===== src/rtl/mm_interconnect.sv =====
// Memory-mapped interconnect: decodes a CPU request onto one of NUM_SLAVES
// one-hot slave selects, returns registered read data, and turns unmapped
// accesses and slave timeouts into a one-cycle error response.
module mm_interconnect #(
  parameter int unsigned                NUM_SLAVES     = 10,
  parameter logic [NUM_SLAVES*32-1:0]   SLV_BASE       = '0,
  parameter logic [NUM_SLAVES*32-1:0]   SLV_MASK       = '0,
  parameter int unsigned                TIMEOUT_CYCLES = 256,
  parameter logic [31:0]                ERR_RDATA      = 32'hBADB_ADBA
) (
  input  logic                       clk,
  input  logic                       reset_n,
  input  logic                       mem_valid,
  input  logic [31:0]                mem_addr,
  input  logic [3:0]                 mem_wstrb,
  output logic                       mem_ready,
  output logic [31:0]                mem_rdata,
  output logic [NUM_SLAVES-1:0]      slv_sel,
  input  logic [NUM_SLAVES-1:0]      slv_ready,
  input  logic [NUM_SLAVES*32-1:0]   slv_data_o,
  output logic                       bus_err,
  output logic                       err_cause,
  output logic [31:0]                err_addr,
  output logic [15:0]                err_count
);

  localparam int unsigned IDX_W    = (NUM_SLAVES > 1) ? $clog2(NUM_SLAVES) : 1;
  localparam logic [15:0] TMO_LAST = 16'(TIMEOUT_CYCLES - 1);

  typedef enum logic [1:0] {
    IDLE   = 2'd0,
    ACTIVE = 2'd1,
    RESP   = 2'd2
  } state_t;

  state_t                  state_q;
  logic [IDX_W-1:0]        idx_q;
  logic [NUM_SLAVES-1:0]   slv_sel_q;
  logic                    mem_ready_q;
  logic [31:0]             mem_rdata_q;
  logic                    bus_err_q;
  logic                    err_cause_q;
  logic [31:0]             err_addr_q;
  logic [15:0]             err_count_q;
  logic [15:0]             tmo_q;

  logic                    hit;
  logic [IDX_W-1:0]        hit_idx;
  logic [NUM_SLAVES-1:0]   hit_oh;
  logic                    sel_ready;
  logic [31:0]             sel_data;
  logic [15:0]             err_count_d;

  // Write strobes pass straight to the slaves; nothing here consumes them.
  logic unused_wstrb;
  assign unused_wstrb = ^mem_wstrb;

  // Address decode; the first match scanning upward wins, so lowest index has priority.
  always_comb begin
    hit     = 1'b0;
    hit_idx = '0;
    hit_oh  = '0;
    for (int unsigned i = 0; i < NUM_SLAVES; i++) begin
      if (!hit && ((mem_addr & SLV_MASK[i*32 +: 32]) == SLV_BASE[i*32 +: 32])) begin
        hit       = 1'b1;
        hit_idx   = IDX_W'(i);
        hit_oh[i] = 1'b1;
      end
    end
  end

  // Ready/data of the currently selected slave; all other slaves are ignored.
  always_comb begin
    sel_ready = 1'b0;
    sel_data  = '0;
    for (int unsigned i = 0; i < NUM_SLAVES; i++) begin
      if (idx_q == IDX_W'(i)) begin
        sel_ready = slv_ready[i];
        sel_data  = slv_data_o[i*32 +: 32];
      end
    end
  end

  // Saturating error counter next value.
  always_comb begin
    err_count_d = (err_count_q == 16'hFFFF) ? err_count_q : err_count_q + 16'd1;
  end

  // Transaction FSM with all outputs registered.
  always_ff @(posedge clk or negedge reset_n) begin
    if (!reset_n) begin
      state_q     <= IDLE;
      idx_q       <= '0;
      slv_sel_q   <= '0;
      mem_ready_q <= 1'b0;
      mem_rdata_q <= '0;
      bus_err_q   <= 1'b0;
      err_cause_q <= 1'b0;
      err_addr_q  <= '0;
      err_count_q <= '0;
      tmo_q       <= '0;
    end else begin
      mem_ready_q <= 1'b0;
      bus_err_q   <= 1'b0;
      case (state_q)
        IDLE: begin
          if (mem_valid) begin
            if (hit) begin
              state_q   <= ACTIVE;
              idx_q     <= hit_idx;
              slv_sel_q <= hit_oh;
              tmo_q     <= '0;
            end else begin
              state_q     <= RESP;
              mem_ready_q <= 1'b1;
              mem_rdata_q <= ERR_RDATA;
              bus_err_q   <= 1'b1;
              err_cause_q <= 1'b0;
              err_addr_q  <= mem_addr;
              err_count_q <= err_count_d;
            end
          end
        end
        ACTIVE: begin
          if (!mem_valid) begin
            state_q   <= IDLE;
            slv_sel_q <= '0;
            tmo_q     <= '0;
          end else if (sel_ready) begin
            // Ready is checked before the timeout so a last-cycle ready completes normally.
            state_q     <= RESP;
            slv_sel_q   <= '0;
            mem_ready_q <= 1'b1;
            mem_rdata_q <= sel_data;
            tmo_q       <= '0;
          end else if (tmo_q == TMO_LAST) begin
            state_q     <= RESP;
            slv_sel_q   <= '0;
            mem_ready_q <= 1'b1;
            mem_rdata_q <= ERR_RDATA;
            bus_err_q   <= 1'b1;
            err_cause_q <= 1'b1;
            err_addr_q  <= mem_addr;
            err_count_q <= err_count_d;
            tmo_q       <= '0;
          end else begin
            tmo_q <= tmo_q + 16'd1;
          end
        end
        RESP: begin
          state_q <= IDLE;
        end
        default: begin
          state_q   <= IDLE;
          slv_sel_q <= '0;
        end
      endcase
    end
  end

  assign mem_ready = mem_ready_q;
  assign mem_rdata = mem_rdata_q;
  assign slv_sel   = slv_sel_q;
  assign bus_err   = bus_err_q;
  assign err_cause = err_cause_q;
  assign err_addr  = err_addr_q;
  assign err_count = err_count_q;

endmodule

===== config.mk =====
export PLATFORM = sky130hd
export DESIGN_NAME = mm_interconnect
export DESIGN_NICKNAME = d
export VERILOG_FILES = /design/src/rtl/mm_interconnect.sv
export SDC_FILE = /design/constraint.sdc
export NUM_CORES = 1
export LEC_CHECK = 0
export CORE_AREA = 8 8 173 175
export CTS_BUF_LIST = sky130_fd_sc_hd__clkbuf_8 sky130_fd_sc_hd__clkbuf_16
export DETAILED_ROUTE_END_ITERATION = 10
export DIE_AREA = 0 0 181 183
export PLACE_DENSITY = 0.62
export SLEW_MARGIN = 25
export SYNTH_ARGS = -nofsm -noshare
export SYNTH_HDL_FRONTEND = slang
export SYNTH_SLANG_ARGS = --single-unit

===== constraint.sdc =====
create_clock -name clk -period 4.7 [get_ports clk]
set_input_delay 0.94 -clock clk [delete_from_list [all_inputs] [get_ports clk]]
set_output_delay 0.94 -clock clk [all_outputs]
set_load 0.01 [all_outputs]

==> key figures, run 1 <==
Finish
  • Final Non-Filler Cells: 825
  • FILL cells: 2902
  • FF/Latch Area: 2550 um^2
  • Layout cells sized above 1: 9.60%
  • ANT cells: 0
  • Final Instance Area: 6350 um^2
  • Commonest non-fill, non-tap cell in the layout: clkdlybuf4s50_1
  • Nets@finish: 845
  • Multi-input logic area: 1500 um^2
  • Layout overhead on the synthesized area: 51.7%
  • Most frequent cells in the layout: clkdlybuf4s50_1 (150), dfrtp_1 (102), nor2_1 (23)

STA
  • Max frequency: 317 MHz
  • Hold Fails Final Rpt: 0
  • Max-slew violation count: 0
  • Period Utilization, post-route: 67.2%
  • RSZ-0062 raised after global routing: false
  • Final Skew: 0.0104 ns
  • Fin crit period: 3.16 ns
  • Least-Margin Pin Slew: 0.989 ns
  • Setup violations, final: 0
  • Final TNS setup: 0 ns
  • Slew headroom: 33.8%

Detailed routing
  • 1st-iter DRT viols: 110
  • First-pass iteration count of the detailed router: 4
  • Residual DRC: 0
  • Routed len/inst: 14.5 um
  • Final WL: 12000 um
  • Routed Antenna Nets: 0
  • Via Count: 3054
  • Via/cell ratio: 3.70

Logic synthesis
  • Area share of the largest cell type after synthesis: 61.0%
  • Synth top area cells: dfrtp_1 (61%), mux2_2 (5.4%), o22a_1 (4.4%), mux2_1 (3.5%), xor2_1 (2.9%)
  • Synth area leader: dfrtp_1
  • Syn avg cell area: 12.9 um^2
  • Post-synth top flop: dfrtp_1
  • Post-synth EDFFs: 0
  • Library cells used by synthesis: 39
  • Synthesized cell area: 4190 um^2
  • Flops & latches, synth: 102
  • Fraction of registers with async set or reset after synthesis: 100%
  • Synth warn: 0
  • Post-synthesis sequential area ratio: 61.0%
  • Gate Count Post-Synth: 324

Floorplan
  • Ports: 462
  • Core footprint: 27300 um^2
  • Die width: 181 um
  • Die Span Y: 183 um
  • Num rows: 61
  • Initial Utilization: 15.3%
  • Die area: 33100 um^2

Global routing
  • First-pass GRT wire length: 18700 um
  • Overflow after GRT: 0
  • Vias in the first global route: 3267
  • Largest net degree at the start of global routing: 42
  • Antenna violations before repair: 2
  • Total GRT Usage: 7.24%

Clocking
  • Sink Count: 102
  • # resized after CTS: 0
  • Num CTS Buffers: 9
  • CTS clk-pin slew, worst paths: 0.08 ns
  • Longest Clk Path Bufs: 2
  • TritonCTS clock tree: done
  • Postcts setup bufs: 0
  • Root Buffer: clkbuf_16
  • CTS H-tree depth: 3
  • # hold bufs at CTS: 0
  • Worst skew pair latency: 0.35 ns

Setup path
  • Crit end category: flip-flop
  • CP arrival: 3.44 ns
  • CP Class: flip-flop to flip-flop
  • Critical path cell sequence: or4_1 > nor4_1 > o21ai_1 > inv_1 > o22a_1
  • Slowest stage delay, CP: 0.72 ns
  • CP Max Fanout: 22
  • Startpoint Class: flip-flop
  • Worst EP required: 4.99 ns
  • Slowest stage cell, crit path: inv_1

Placed design
  • Final Wtd Congestion: 0.698
  • Port Buffers: 151
  • Placed Instances: 809
  • Post-DP Area: 6030 um^2
  • Post-DP HPWL: 8720 um

Power
  • Clock network power share: 35.7%
  • Pwr Density: 353 nW/um^2
  • Static leakage: 2.71 nW
  • Pwr Total: 2.24 mW
  • Sw power: 587 uW
  • Seq pwr share: 45.3%
  • Combinational share of power: 19.0%
  • Peak supply drop: 183 uV
  • Power Internal: 1.65 mW
  • Sw frac: 26.2%

Status
  • Status: finished clean

Job
  • Max Cap Viol: 0

Hold path
  • Worst hold path class: flip-flop to flip-flop
## through the flow
stage,utilization [%],hold slack [ns],setup slack (ns)
2_1_floorplan,-,0.448,2.29
3_3_place_gp,22.1,0.455,1.35
3_5_place_dp,22.1,0.452,1.32
4_1_cts,23.2,0.484,1.40
5_1_grt,23.2,0.497,1.26
6_report,23.2,0.483,1.54
## layout make-up
cell class              instances  area share (%)
multi-input cells             202            23.6
repair buffers                154            24.1
flip-flops and latches        102            40.2
inverters                       5           0.295
clock inverters                 7            1.46
clock buffers                   9            3.55
well taps                     346            6.82
## logic make-up (layout without fill, tap and decap cells)
logic type      after synthesis  count (layout)  share of synthesized area, %
fa+ha+maj                     2               2                         0.597
buf+inv                      28             175                          3.97
other cells                   1               9                        0.0895
flops                       102             102                          61.0
xor+xnor                     26              26                          5.44
simple gates                 87              87                          11.5
compound gates               45              45                          8.61
mux                          33              33                          8.87
## cell usage after synthesis (9+ instances only)
library cell and count:
a22o_1 11, o22a_1 21, nand4_1 10, clkbuf_1 9, nor2_1 23, buf_4 10, nand2_1 12, xnor2_1 12
mux2_1 13, xor2_1 14, mux2_2 20, dfrtp_1 102, nand3_1 9
## final timing paths
| path | end | slack (ns) | start | depth (start not counted) |
|---|---|---|---|---|
| worst max-delay path | mem_rdata[13]$_DFFE_PN0P_ | 1.54 | tmo_q[9]$_DFFE_PN0P_ | 5 |
| worst min-delay path | err_cause$_DFFE_PN0P_ | 0.48 | err_cause$_DFFE_PN0P_ | 1 |
| worst max register to register | mem_rdata[13]$_DFFE_PN0P_ | 1.54 | tmo_q[9]$_DFFE_PN0P_ | 5 |
| worst min register to register | err_cause$_DFFE_PN0P_ | 0.48 | err_cause$_DFFE_PN0P_ | 1 |
| max in group asynchronous | err_count[11]$_DFFE_PN0P_ | 3.23 | reset_n | 2 |
| min in group asynchronous | err_addr[26]$_DFFE_PN0P_ | 0.57 | reset_n | 1 |
## metal layers
metal / share of wire, % / wire, um / track usage [%]
met1: 43 / 5160 / 8.43
met4: 1.2 / 144 / 2.36
met3: 9.9 / 1180 / 3.86
met2: 46 / 5460 / 11.3
met5: 0.15 / 18 / 0
## power by group through the flow
stage / clock network, mW / registers [mW] / logic [mW]
CTS: 0.845 / 1.02 / 0.442
detailed placement: 0 / 1.03 / 0.441
floorplan: 0 / 1.07 / 0.111
finish: 0.799 / 1.02 / 0.426
global route: 0.872 / 1.03 / 0.461
global placement: 0 / 1.03 / 0.438
## worst max-delay path: cells and delay by family, from the launching register on
kind	cells	cell delay [ns]
and+or+nand+nor	2	1.22
buffers and inverters	1	0.72
AOI/OAI and AO/OA	2	0.69
DFF	1	0.44
## sequential cells by signal, summed over array words and instances, names as in the netlist
name	flops
mem_rdata	32
slv_sel	1
err_cause	1
err_count	16
mem_ready	1
tmo_q	16
err_addr	32
bus_err	1
state_q	2
Power figures use the tool's default switching activity.
==> inputs of run 2 (changes only) <==
CORE_AREA = 8 8 174 176   (was 8 8 173 175)
DIE_AREA = 0 0 182 184   (was 0 0 181 183)
clock period = 3.2 ns   (was 4.7 ns; I/O delays follow)
==> key figures, run 2 (synthesis gave the netlist of run 1 again) <==
STA
  • Slew headroom: 46.1%
  • Hold slack: 0.192 ns
  • RSZ-0062 raised after global routing: false
  • Fin crit period: 2.66 ns
  • Max frequency: 376 MHz
  • Final Skew: 0.0127 ns
  • Least-Margin Pin Slew: 0.807 ns
  • Max-slew violation count: 0
  • Period Utilization, post-route: 83.1%
  • Final TNS setup: 0 ns
  • Setup violations, final: 0
  • Hold Fails Final Rpt: 0

Power
  • Combinational share of power: 19.3%
  • Sw frac: 26.2%
  • Sw power: 867 uW
  • Power Internal: 2.44 mW
  • Seq pwr share: 45.1%
  • Static leakage: 2.77 nW
  • Peak supply drop: 233 uV
  • Pwr Density: 514 nW/um^2
  • Clock network power share: 35.6%

Clocking
  • # hold bufs at CTS: 0
  • Longest Clk Path Bufs: 2
  • CTS H-tree depth: 3
  • Worst skew pair latency: 0.35 ns
  • Root Buffer: clkbuf_16
  • Postcts setup bufs: 0
  • Sink Count: 102
  • Num CTS Buffers: 9
  • CTS clk-pin slew, worst paths: 0.08 ns
  • # resized after CTS: 0
  • TritonCTS clock tree: done

Setup path
  • Reg2Reg Launch Point: tmo_q[9]$_DFFE_PN0P_
  • Crit end category: flip-flop
  • R2R Path End: err_addr[0]$_DFFE_PN0P_
  • CP Class: flip-flop to flip-flop
  • CP Max Fanout: 13
  • R2r setup slk: 0.54 ns
  • Startpoint Class: flip-flop
  • Reg2reg path depth: 5
  • Slowest stage delay, CP: 0.76 ns
  • Most common cell on crit path: or4_1
  • Worst EP required: 3.44 ns
  • CP arrival: 2.90 ns
  • Slowest stage cell, crit path: or4_1
  • Critical path cell sequence: or4_1 > or4_1 > nor2_8 > buf_4 > mux2_2

Detailed routing
  • Routed Antenna Nets: 0
  • Final WL: 12100 um
  • 1st-iter DRT viols: 148
  • Residual DRC: 0
  • Routed len/inst: 14.6 um
  • Via/cell ratio: 3.65
  • Via Count: 3042
  • First-pass iteration count of the detailed router: 4

Placed design
  • Port Buffers: 151
  • Post-DP HPWL: 9160 um
  • Final Wtd Congestion: 0.726

Global routing
  • Vias in the first global route: 3152
  • Largest net degree at the start of global routing: 40
  • Met1 usage: 8.57%
  • First-pass GRT wire length: 18900 um
  • GRT met2 Usage: 11.8%
  • Antenna violations before repair: 1
  • Met3 usage: 2.57%
  • Overflow after GRT: 0
  • GR peak layer: met2
  • Total GRT Usage: 7.28%

Floorplan
  • Initial Utilization: 15.2%
  • Die area: 33500 um^2
  • Num rows: 61
  • Die Span Y: 184 um
  • Ports: 462
  • Core footprint: 27500 um^2
  • Die width: 182 um

Status
  • Status: finished clean

Finish
  • Layout overhead on the synthesized area: 53.6%
  • ANT cells: 0
  • Nets@finish: 853
  • Most frequent cells in the layout: clkdlybuf4s50_1 (150), dfrtp_1 (102), nor2_1 (23)
  • Layout cells sized above 1: 11.1%
  • Commonest non-fill, non-tap cell in the layout: clkdlybuf4s50_1

Job
  • Max Cap Viol: 0

Hold path
  • Worst hold path class: input port to async pin
==> run 2: cell types whose count changed in the layout (fill, tap and decap cells not counted) <==
cell        before  now
clkinvlp_4       2    0
buf_4            4   10
buf_12           0    2
o21ai_1          1    0
clkinv_8         1    0
o21ai_0          3    4
clkinv_4         1    2
inv_6            0    2
==> run 2: layout make-up <==
class,instances,area (um^2)
flip-flops and latches,102,2550
inverters,5,18.8
well taps,346,433
multi-input cells,202,1500
clock inverters,7,87.6
clock buffers,9,225
fillers,2942,21000
repair buffers,162,1620
==> run 2: power by group through the flow <==
stage                     clock (mW)  combinational, mW  sequential [mW]
after detailed placement           0              0.657             1.51
final                           1.18              0.639             1.49
after global routing            1.28              0.684             1.51
after CTS                       1.23              0.658             1.49
after floorplan                    0              0.162             1.57
after global placement             0              0.651             1.51
==> run 2: metal layers <==
metal | part of all wire, % | wire (um)
met1 | 43 | 5220
met2 | 48 | 5810
met3 | 7.2 | 878
met4 | 1.8 | 221
met5 | 0.082 | 10
==> run 2: per-stage QoR <==
step           util, %  setup slack, ns  power [mW]  instance area (um^2)  cells
5_1_grt           23.4            0.396        3.48                  6430    833
6_report          23.4            0.541        3.31                  6430    833
3_5_place_dp      22.3            0.473        2.17                  6120    817
4_1_cts           23.4            0.482        3.38                  6430    833
3_3_place_gp      22.3            0.497        2.17                  6120    817
2_1_floorplan        -            0.795        1.73                  4220    332
==> run 2: worst max-delay path: cells and delay by family (launching register included) <==
family | cells | cell delay [ns]
simple gates | 3 | 1.50
flops | 1 | 0.43
mux | 1 | 0.36
buf+inv | 1 | 0.25
==> run 2: worst max path at each step <==
stage / cells past startpoint / end / slack [ns] / startpoint
global route: 5 / err_addr[27]$_DFFE_PN0P_ / 0.40 / tmo_q[8]$_DFFE_PN0P_
finish: 5 / err_addr[0]$_DFFE_PN0P_ / 0.54 / tmo_q[9]$_DFFE_PN0P_
global placement: 5 / err_addr[5]$_DFFE_PN0P_ / 0.50 / tmo_q[9]$_DFFE_PN0P_
detailed placement: 5 / err_addr[0]$_DFFE_PN0P_ / 0.47 / tmo_q[9]$_DFFE_PN0P_
CTS: 5 / err_addr[0]$_DFFE_PN0P_ / 0.48 / tmo_q[9]$_DFFE_PN0P_
floorplan: 6 / err_addr[0]$_DFFE_PN0P_ / 0.79 / tmo_q[9]$_DFFE_PN0P_
